## config.mk

```make
export PLATFORM = sky130hd
export DESIGN_NAME = mdu_scheduler
export DESIGN_NICKNAME = d
export VERILOG_FILES = /design/src/rtl/mdu_scheduler_pkg.sv /design/src/rtl/mdu_scheduler_fastpath.sv /design/src/rtl/mdu_scheduler.sv
export SDC_FILE = /design/constraint.sdc
export NUM_CORES = 1
export LEC_CHECK = 0
export BUFFER_PORTS_ARGS = -buffer_cell sky130_fd_sc_hd__buf_2
export CORE_MARGIN = 5
export CORE_UTILIZATION = 43
export CTS_CLUSTER_SIZE = 40
export DETAILED_ROUTE_END_ITERATION = 6
export GPL_TIMING_DRIVEN = 1
export PLACE_DENSITY = 0.77
export SLEW_MARGIN = 40
export SYNTH_ARGS = -nofsm -noshare
export SYNTH_HDL_FRONTEND = slang
export SYNTH_SLANG_ARGS = --single-unit
```

## constraint.sdc

```tcl
create_clock -name s_clk_i -period 3.3 [get_ports s_clk_i]
set_clock_uncertainty 0.15 [all_clocks]
set_input_delay 0.165 -clock s_clk_i [delete_from_list [all_inputs] [get_ports s_clk_i]]
set_output_delay 0.165 -clock s_clk_i [all_outputs]
set_load 0.1 [all_outputs]
```

## src/rtl/mdu_scheduler_pkg.sv

```systemverilog
// Shared definitions for the MDU scheduler: RV32M funct3 encodings and the FSM state type.
package mdu_scheduler_pkg;

    localparam logic [2:0] MDU_MUL    = 3'd0;
    localparam logic [2:0] MDU_MULH   = 3'd1;
    localparam logic [2:0] MDU_MULHSU = 3'd2;
    localparam logic [2:0] MDU_MULHU  = 3'd3;
    localparam logic [2:0] MDU_DIV    = 3'd4;
    localparam logic [2:0] MDU_DIVU   = 3'd5;
    localparam logic [2:0] MDU_REM    = 3'd6;
    localparam logic [2:0] MDU_REMU   = 3'd7;

    typedef enum logic [1:0] {
        IDLE = 2'd0,
        BUSY = 2'd1,
        RESP = 2'd2
    } mdu_sched_state;

endpackage

```

## src/rtl/mdu_scheduler_fastpath.sv

```systemverilog
// Combinational RV32M corner-case detector: divide by zero and signed divide overflow
// resolve locally without starting the shared core.
module mdu_fastpath
    import mdu_scheduler_pkg::*;
#(
    parameter int DATA_W = 32
) (
    input  logic [2:0]        func,
    input  logic [DATA_W-1:0] op1,
    input  logic [DATA_W-1:0] op2,
    output logic              hit,
    output logic [DATA_W-1:0] result
);

    localparam logic signed [DATA_W-1:0] INT_MIN = {1'b1, {(DATA_W-1){1'b0}}};

    // INT_MIN / -1 is the only signed quotient that does not fit; it saturates to INT_MIN.
    function automatic logic div_ovf(input logic signed [DATA_W-1:0] a,
                                     input logic signed [DATA_W-1:0] b);
        return (a == INT_MIN) && (b == '1);
    endfunction

    logic div_zero;
    logic ovf;

    always_comb begin
        hit      = 1'b0;
        result   = '0;
        div_zero = (op2 == '0);
        ovf      = div_ovf(op1, op2);
        case (func)
            MDU_DIV: begin
                if (div_zero) begin
                    hit    = 1'b1;
                    result = '1;
                end else if (ovf) begin
                    hit    = 1'b1;
                    result = op1;
                end
            end
            MDU_DIVU: begin
                if (div_zero) begin
                    hit    = 1'b1;
                    result = '1;
                end
            end
            MDU_REM: begin
                if (div_zero) begin
                    hit    = 1'b1;
                    result = op1;
                end else if (ovf) begin
                    hit    = 1'b1;
                    result = '0;
                end
            end
            MDU_REMU: begin
                if (div_zero) begin
                    hit    = 1'b1;
                    result = op1;
                end
            end
            default: ;
        endcase
    end

endmodule

```

## src/rtl/mdu_scheduler.sv

```systemverilog
// Shares one iterative MDU core between two execute lanes: round-robin grant, operand
// capture, start/kill sequencing, local fast path, completion watchdog and result hold.
module mdu_scheduler
    import mdu_scheduler_pkg::*;
#(
    parameter int TIMEOUT = 40,
    parameter int DATA_W  = 32
) (
    input  logic              s_clk_i,
    input  logic              s_reset_i,
    input  logic [1:0]        s_req_i,
    input  logic [2:0]        s_func_i [2],
    input  logic [DATA_W-1:0] s_op1_i  [2],
    input  logic [DATA_W-1:0] s_op2_i  [2],
    input  logic [1:0]        s_flush_i,
    input  logic [1:0]        s_rdy_i,
    output logic [1:0]        s_gnt_o,
    output logic [1:0]        s_valid_o,
    output logic              s_err_o,
    output logic [DATA_W-1:0] s_result_o,
    output logic              s_mdu_start_o,
    output logic              s_mdu_kill_o,
    output logic [2:0]        s_mdu_func_o,
    output logic [DATA_W-1:0] s_mdu_op1_o,
    output logic [DATA_W-1:0] s_mdu_op2_o,
    input  logic              s_mdu_done_i,
    input  logic [DATA_W-1:0] s_mdu_result_i
);

    localparam int WD_W = (TIMEOUT > 1) ? $clog2(TIMEOUT) : 1;

    mdu_sched_state    state;
    logic              owner;
    logic              last_served;
    logic [WD_W-1:0]   wd_cnt;
    logic [1:0]        elig;
    logic              sel;
    logic              fp_hit;
    logic [DATA_W-1:0] fp_result;

    // A flushed lane is not eligible; on a tie the lane not served last wins.
    always_comb begin
        elig    = s_req_i & ~s_flush_i;
        sel     = 1'b0;
        s_gnt_o = 2'b00;
        if (state == IDLE && elig != 2'b00) begin
            sel     = (elig == 2'b11) ? ~last_served : elig[1];
            s_gnt_o = sel ? 2'b10 : 2'b01;
        end
    end

    mdu_fastpath #(
        .DATA_W (DATA_W)
    ) u_fastpath (
        .func   (s_func_i[sel]),
        .op1    (s_op1_i[sel]),
        .op2    (s_op2_i[sel]),
        .hit    (fp_hit),
        .result (fp_result)
    );

    assign s_valid_o = (state == RESP) ? (owner ? 2'b10 : 2'b01) : 2'b00;

    always_ff @(posedge s_clk_i or posedge s_reset_i) begin
        if (s_reset_i) begin
            state         <= IDLE;
            owner         <= 1'b0;
            last_served   <= 1'b1;
            wd_cnt        <= '0;
            s_mdu_start_o <= 1'b0;
            s_mdu_kill_o  <= 1'b0;
            s_mdu_func_o  <= '0;
            s_mdu_op1_o   <= '0;
            s_mdu_op2_o   <= '0;
            s_result_o    <= '0;
            s_err_o       <= 1'b0;
        end else begin
            s_mdu_start_o <= 1'b0;
            s_mdu_kill_o  <= 1'b0;
            case (state)
                IDLE: begin
                    if (s_gnt_o != 2'b00) begin
                        owner        <= sel;
                        last_served  <= sel;
                        s_mdu_func_o <= s_func_i[sel];
                        s_mdu_op1_o  <= s_op1_i[sel];
                        s_mdu_op2_o  <= s_op2_i[sel];
                        if (fp_hit) begin
                            s_result_o <= fp_result;
                            s_err_o    <= 1'b0;
                            state      <= RESP;
                        end else begin
                            wd_cnt        <= '0;
                            s_mdu_start_o <= 1'b1;
                            state         <= BUSY;
                        end
                    end
                end
                // Priority: owner flush, then core done, then watchdog expiry.
                BUSY: begin
                    if (s_flush_i[owner]) begin
                        s_mdu_kill_o <= 1'b1;
                        state        <= IDLE;
                    end else if (s_mdu_done_i) begin
                        s_result_o <= s_mdu_result_i;
                        s_err_o    <= 1'b0;
                        state      <= RESP;
                    end else if (wd_cnt == WD_W'(TIMEOUT - 1)) begin
                        s_mdu_kill_o <= 1'b1;
                        s_result_o   <= '0;
                        s_err_o      <= 1'b1;
                        state        <= RESP;
                    end else begin
                        wd_cnt <= wd_cnt + 1'b1;
                    end
                end
                RESP: begin
                    if (s_rdy_i[owner] || s_flush_i[owner]) begin
                        state <= IDLE;
                    end
                end
                default: state <= IDLE;
            endcase
        end
    end

endmodule

```

# Yosys cells after proc, flatten, opt, wreduce, memory -nomap -nowiden
# Index checks and enable logic that the tools add are counted.
# totals
inputBits,175
out_inout_bits,106
elab_cells,112
reg_bits,112
# classes
n_bitwise,4
order_cmp,2
muxes,60
eq_ne,19
reduce_logical,15
n_addsub,1
# op_table
operator,count
2-to-1 mux 32 bit,15
case mux 32 bit (3 select lines),1
equality test 32 bit (second input constant),2
case mux 32 bit (2 select lines),1
logical NOT 32 bit,1
2-to-1 mux 6 bit,5
2-to-1 mux 1 bit,21
2-to-1 mux 2 bit,10
equality test 3 bit (second input constant),4
case mux 6 bit (2 select lines),1
!= test 2 bit (second input constant),5
2-to-1 mux 3 bit,3
adder 6 x 1 -> 6 bit (second input constant),1
equality test 6 bit (second input constant),1
case mux 2 bit (3 select lines),1
AND reduction 6 bit,1
nonzero test 2 bit,3
OR reduction 2 bit,3
AND reduction 5 bit,1
equality test 2 bit (second input constant),2
!= test 2 x 1 -> 1 bit (second input constant),2
!= test 4 bit (second input constant),1
case mux 1 bit (2 select lines),2
!= test 3 bit (second input constant),1
other kinds (12),13

# Depth between registers and ports, before layout
# depth
ltp_word,17
depth_mapped,9
mapped_depth_nobuf,7

# By module
# A second synthesis with hierarchy kept.
# unflattened
hier_cells,727
area_unflattened_um2,7075.5
# modules_own_cells
mod,n_inst,area_each_um2,seq_area_each_um2,cells_each
mdu_scheduler,1,6357.3,2803.9,617
mdu_fastpath,1,718.2,0.0,110

# Worst setup path before layout
# OpenSTA, ideal clock, no wires.
# synth_timing
path_kind,register to register
startpoint,register state[0]
endpoint,register state[1]
setup_ns,0.091
arrival_time_ns,3.142
slack_ns,-0.083
required_time_ns,3.059
stages_incl_launch_ff,5
period_less_slack_ns,3.383
path_cell_list,dfrtp_1 buf_4 nor3b_1 a222oi_1 o22ai_1
# synth_between
elab_chain_cells,15
elab_cells_between_ends,38
# synth_rtl
element,line,source
start: declaration,mdu_scheduler.sv:32,mdu_sched_state state;
start signal: assignment,mdu_scheduler.sv:66,state <= IDLE;
start signal: assignment,mdu_scheduler.sv:91,state <= RESP;
start signal: assignment,mdu_scheduler.sv:95,state <= BUSY;
logical NOT 2 bit,"mdu_scheduler.sv:46, mdu_scheduler.sv:80",
logical AND 1 bit,mdu_scheduler.sv:46,if (state == IDLE && elig != 2'b00) begin
2-to-1 mux 1 bit,mdu_scheduler.sv:46,
NOT 1 -> 2 bit (not written as such),"mdu_scheduler.sv:55, mdu_scheduler.sv:56, mdu_scheduler.sv:57",
"2-to-1 mux 32 bit, on equally long branches (3 in series)","mdu_scheduler.sv:56, mdu_scheduler.sv:57",
equality test 32 bit,mdu_scheduler_fastpath.sv:20,return (a == INT_MIN) && (b == '1);
logical AND 1 bit,mdu_scheduler_fastpath.sv:20,
2-to-1 mux 1 bit,"mdu_scheduler_fastpath.sv:36, mdu_scheduler_fastpath.sv:51",
2-to-1 mux 1 bit,mdu_scheduler_fastpath.sv:33,if (div_zero) begin
case mux 1 bit (2 select lines),mdu_scheduler_fastpath.sv:31,case (func)
2-to-1 mux 2 bit,mdu_scheduler.sv:88,if (fp_hit) begin
2-to-1 mux 2 bit,mdu_scheduler.sv:82,if (s_gnt_o != 2'b00) begin
case mux 2 bit (3 select lines),mdu_scheduler.sv:80,case (state)
# Parallel ways exist; a longest one is shown, timed or not. The select of a mux whose other input is x is not followed.
# A chain may end at the register's enable or synchronous reset.

# Worst setup path in the final report
# layout_timing
startpoint,register state[0]
endpoint,register s_result_o[16]
# layout_between
elab_chain_cells,15
elab_cells_between_ends,45
# layout_rtl
element,line,source
logical NOT 2 bit,"mdu_scheduler.sv:46, mdu_scheduler.sv:80",
logical AND 1 bit,mdu_scheduler.sv:46,
2-to-1 mux 1 bit,mdu_scheduler.sv:46,
NOT 1 -> 2 bit (not written as such),"mdu_scheduler.sv:55, mdu_scheduler.sv:56, mdu_scheduler.sv:57",
"2-to-1 mux 32 bit, on equally long branches (3 in series)","mdu_scheduler.sv:56, mdu_scheduler.sv:57",
equality test 32 bit,mdu_scheduler_fastpath.sv:20,
logical AND 1 bit,mdu_scheduler_fastpath.sv:20,
2-to-1 mux 32 bit,mdu_scheduler_fastpath.sv:36,end else if (ovf) begin
2-to-1 mux 32 bit,mdu_scheduler_fastpath.sv:33,
case mux 32 bit (3 select lines),mdu_scheduler_fastpath.sv:31,
2-to-1 mux 32 bit,mdu_scheduler.sv:88,
2-to-1 mux 32 bit,mdu_scheduler.sv:82,
case mux 32 bit (2 select lines),mdu_scheduler.sv:80,
end signal: assignment,mdu_scheduler.sv:89,s_result_o <= fp_result;
end signal: assignment,mdu_scheduler.sv:105,s_result_o <= s_mdu_result_i;
end: declaration,mdu_scheduler.sv:20,"output logic [DATA_W-1:0] s_result_o,"
# Parallel ways exist; a longest one is shown, timed or not. The select of a mux whose other input is x is not followed.

==> metrics.md <==
| Metric | Value |
|---|---|
| Status | finished, final reports clean |
| RSZ-0062 raised after global routing | no |
| Most used DFF post-synth | dfrtp_1 |
| CTS sink count | 112 |
| Setup crit end kind | register |
| Post-layout min period | 2.970 ns |
| Drt wl/cell | around 21 um |
| Core Footprint | around 14000 um2 |
| RePlAce Congestion | between 0.9 and 1 |
| CTS tree | done |
| Peak Freq | roughly 340 MHz |
| DPL Wire Length | 18.75 mm |
| Leakage power | 4.425 nW |
| Final setup violation count | 0 |
| Port Buffers | 280 |
| Seq/Total Area, Yosys | between 40 and 50% |
| Synth warn | 0 |
| DRT antenna net count | 0 |
| Placed insts | about 1100 |
| Fin Setup TNS | 0 ns |
| Syn_area_per_cell | 9.255 um2 |
| Vias in the first global route | 7280 |
| Clock transition at path regs | 0.08 ns |
| Synth cell types | 60 |
| Starting DRT DRC Count | 594 |
| Grt ovf | 0 |
| Largest net degree at the start of global routing | 75 |
| Die width | between 100 and 150 um |
| Final Non-Filler Cells | 1211 |
| Global-route wire length before repair | 40.21 mm |
| Synth top area share | a little over two fifths |
| PwrDens | 1186 nW/um2 |
| Post-synth EDFFs | 0 |
| Internal Pwr Total | 4.130 mW |
| FF+latch count, synth | 112 |
| FF-to-FF Start | state[0]$_DFFE_PP0P_ |
| HP Class | in2reg |
| Fin nets | 1196 |
| Worst endpoint data arrival time | slightly above 3 ns |
| Die area | 17270 um2 |
| Avg Vias per Cell | just under 6 |
| Root Driver | clkbuf_16 |
| End of the worst hold path | s_mdu_op1_o[14]$_DFFE_PP0P_ |
| CTS H-tree depth | 3 |
| Clock power share | a little over a tenth |
| Num CTS Buffers | 9 |
| Adder-cell share of the synthesized area | less than 1% |
| Combinational share of power | 67.7% |
| Post-synthesis mux area share | approximately 13% |
| Final Hold Fails | 0 |
| GRT Overall Usage | 28.96% |
| Largest family of logic cells by synthesized area | simple AND/OR/NAND/NOR gates |
| FILL cells | roughly 1200 |
| Area Growth Syn to Fin | 42.16% |
| Startpoint types | register |
| Crit path kind | reg2reg |
| Initial antenna violation count | 3 |
| XOR/XNOR Fraction of Synth Area | 0% |
| Final-report max-slew violation count | 0 |
| Chip height | approximately 130 um |
| Total power | 10.69 mW |
| Sw frac | 61.37% |
| Post-route cell area | 9012 um2 |
| Async set or reset register ratio after synthesis | 100.0% |
| Hold path startpoint | s_op1_i[14] |
| Clock Path Buffers | 2 |
| Worst VDD drop | 859.4 uV |
| Net count after synthesis | 861 |
| Number of setup buffers added after CTS | 0 |
| Worst Tran Pin Value | 0.7069 ns |
| Net Switching | around 6.6 mW |
| Synth Area in Compound Gates | 14.51% |
| Clk Latency, worst-skew pair | approximately 0.35 ns |
| DRC viols | 0 |
| Final WL | 25.47 mm |
| Req. time, crit path | 3.38 ns |
| Gate Count Post-Synth | between 600 and 700 |
| I/O pins | 281 |
| Initial Util | 43.79% |
| Seq pwr share | 22.0% |
| Max cap viols | 0 |
| Hold Crit Depth | 3 |
| Fin crit share | between 90 and 100% |
| Dominant cell type by area after synthesis | dfrtp_1 |
| Cell Rows | 44 |
| Crit-path max FO | 32 |
| Vias | 7106 |
| Rel. slew slack | 52.87% |
| Register-to-register setup slack | 0.33 ns |
| Hold slack | ~0.016 ns |
| 1st-pass router iterations | 5 |
| Share of post-route cells with drive strength above 1 | 34.28% |
| Cell Area, Synth | 6340 um2 |
| Simple-gate area share of the yosys netlist | between 20% and 30% |
| Area contributors post-synth | dfrtp_1 (44%), nand2_1 (8.6%), mux2_4 (6.9%) |
| Cell Area, Placed | 7943 um2 |
| Reg2Reg Depth | 7 |
| Worst reg2reg path endpoint | s_result_o[16]$_DFFE_PP0P_ |
[layout make-up]
cell class,count,area (um2),area share (%)
multi-input cells,525,3363,37.32
flip-flops and latches,112,2804,31.11
repair buffers,365,2282,25.32
well taps,184,230.2,2.554
clock buffers,9,225.2,2.499
clock inverters,6,68.82,0.7636
inverters,7,31.28,0.3471
diodes,3,7.507,0.08330
[registers in the layout, summed over array words and instances (netlist names)]
| register | flops |
|---|---|
| s_mdu_op2_o | 32 |
| s_mdu_start_o | 1 |
| state | 2 |
| wd_cnt | 6 |
| s_mdu_func_o | 3 |
| s_err_o | 1 |
| s_mdu_op1_o | 32 |
| owner | 1 |
| s_mdu_kill_o | 1 |
| last_served | 1 |
| s_result_o | 32 |
[cell usage after synthesis (all sizes together) (2+ instances only)]
cell type and number:
o22ai 2, mux2i 34, o31ai 2, nand3 7, clkbuf 33, nor4b 3, a31oi 36, nor4bb 5
nor3 3, or4 7, nand2 146, and4b 2, nand2b 2, mux2 32, and2 3, nand4 31
inv 7, nor4 32, o21ai 35, nor2b 4, and4 5, buf 8, a21oi 13, o31a 2
and3b 2, o211ai 31, o21a 5, or4b 4, or3 5, nor2 50, a41oi 3, a221oi 2
dfrtp 111
[cells in the final DEF (no fill, tap or decap), types with 4 or more instances in the layout]
cell type / synthesis / layout
a21oi_1: 13 / 13
a31oi_1: 36 / 36
and4_1: 5 / 5
buf_12: 0 / 4
buf_2: 0 / 279
buf_4: 2 / 6
clkbuf_16: 0 / 9
dfrtp_1: 111 / 111
dlygate4sd3_1: 0 / 76
inv_1: 6 / 5
mux2_4: 29 / 29
mux2i_1: 34 / 34
nand2_1: 146 / 145
nand3_1: 7 / 7
nand4_1: 31 / 31
nor2_1: 50 / 49
nor2b_1: 4 / 4
nor4_1: 32 / 32
nor4bb_1: 5 / 5
o211ai_1: 31 / 31
o21a_1: 5 / 4
o21ai_0: 34 / 34
or3_1: 5 / 5
or4_1: 6 / 6
[routing by layer]
layer	track usage (%)	wire length, um
met5	0	7
met4	14.46	1216
met3	7.072	2303
met2	45.71	11760
met1	37.19	10190
[worst max-delay path by stage]
stage | start | endpoint | slack [ns] | depth (start not counted)
5_1_grt | state[0]$_DFFE_PP0P_ | wd_cnt[0]$_DFFE_PP0P_ | 0.16 | 7
6_report | state[0]$_DFFE_PP0P_ | s_result_o[16]$_DFFE_PP0P_ | 0.33 | 7
4_1_cts | state[0]$_DFFE_PP0P_ | wd_cnt[0]$_DFFE_PP0P_ | 0.18 | 7
2_1_floorplan | s_reset_i | owner$_DFFE_PP0P_ | 0.03 | 1
3_3_place_gp | state[0]$_DFFE_PP0P_ | wd_cnt[5]$_DFFE_PP0P_ | 0.30 | 7
3_5_place_dp | state[0]$_DFFE_PP0P_ | wd_cnt[5]$_DFFE_PP0P_ | 0.18 | 7
[critical path: stages, from the launching register on]
cell      delay (ns)
dfrtp_1         0.48
nor4b_4         0.47
nand4_1         0.14
or4_4           0.59
a221oi_2        0.41
nor2_4          0.06
buf_12          0.20
mux2_4          0.32
[what timing repair did]
item,CTS,global route
resized for setup,0,0
hold buffers,76,0
endpoints found under the hold margin,96,0
setup endpoints to repair,0,0
[metrics by stage]
| step | utilization (%) | setup slack [ns] |
|---|---|---|
| 2_1_floorplan | - | 0.02765 |
| 3_3_place_gp | 54.86 | 0.2970 |
| 3_5_place_dp | 54.86 | 0.1756 |
| 4_1_cts | 62.14 | 0.1793 |
| 5_1_grt | 62.23 | 0.1627 |
| 6_report | 62.25 | 0.3297 |
[logic make-up (layout without fill, tap and decap cells)]
| logic type | Yosys count | after routing |
|---|---|---|
| AO/OA/AOI/OAI | 141 | 141 |
| multiplexers | 66 | 66 |
| other | 0 | 3 |
| buffers and inverters | 48 | 387 |
| AND/OR/NAND/NOR | 317 | 317 |
| adder cells (fa/ha/maj) | 1 | 1 |
| flip-flops | 112 | 112 |
[power groups by stage]
stage               Clock (mW)  Combinational (mW)  Sequential [mW]
floorplan                    0                1.56             6.34
global placement             0                6.75             2.33
detailed placement           0                6.81             2.35
CTS                       1.13                7.20             2.34
global route              1.18                7.53             2.42
finish                    1.11                7.23             2.35
No activity file was read; power rests on OpenSTA's default activity.
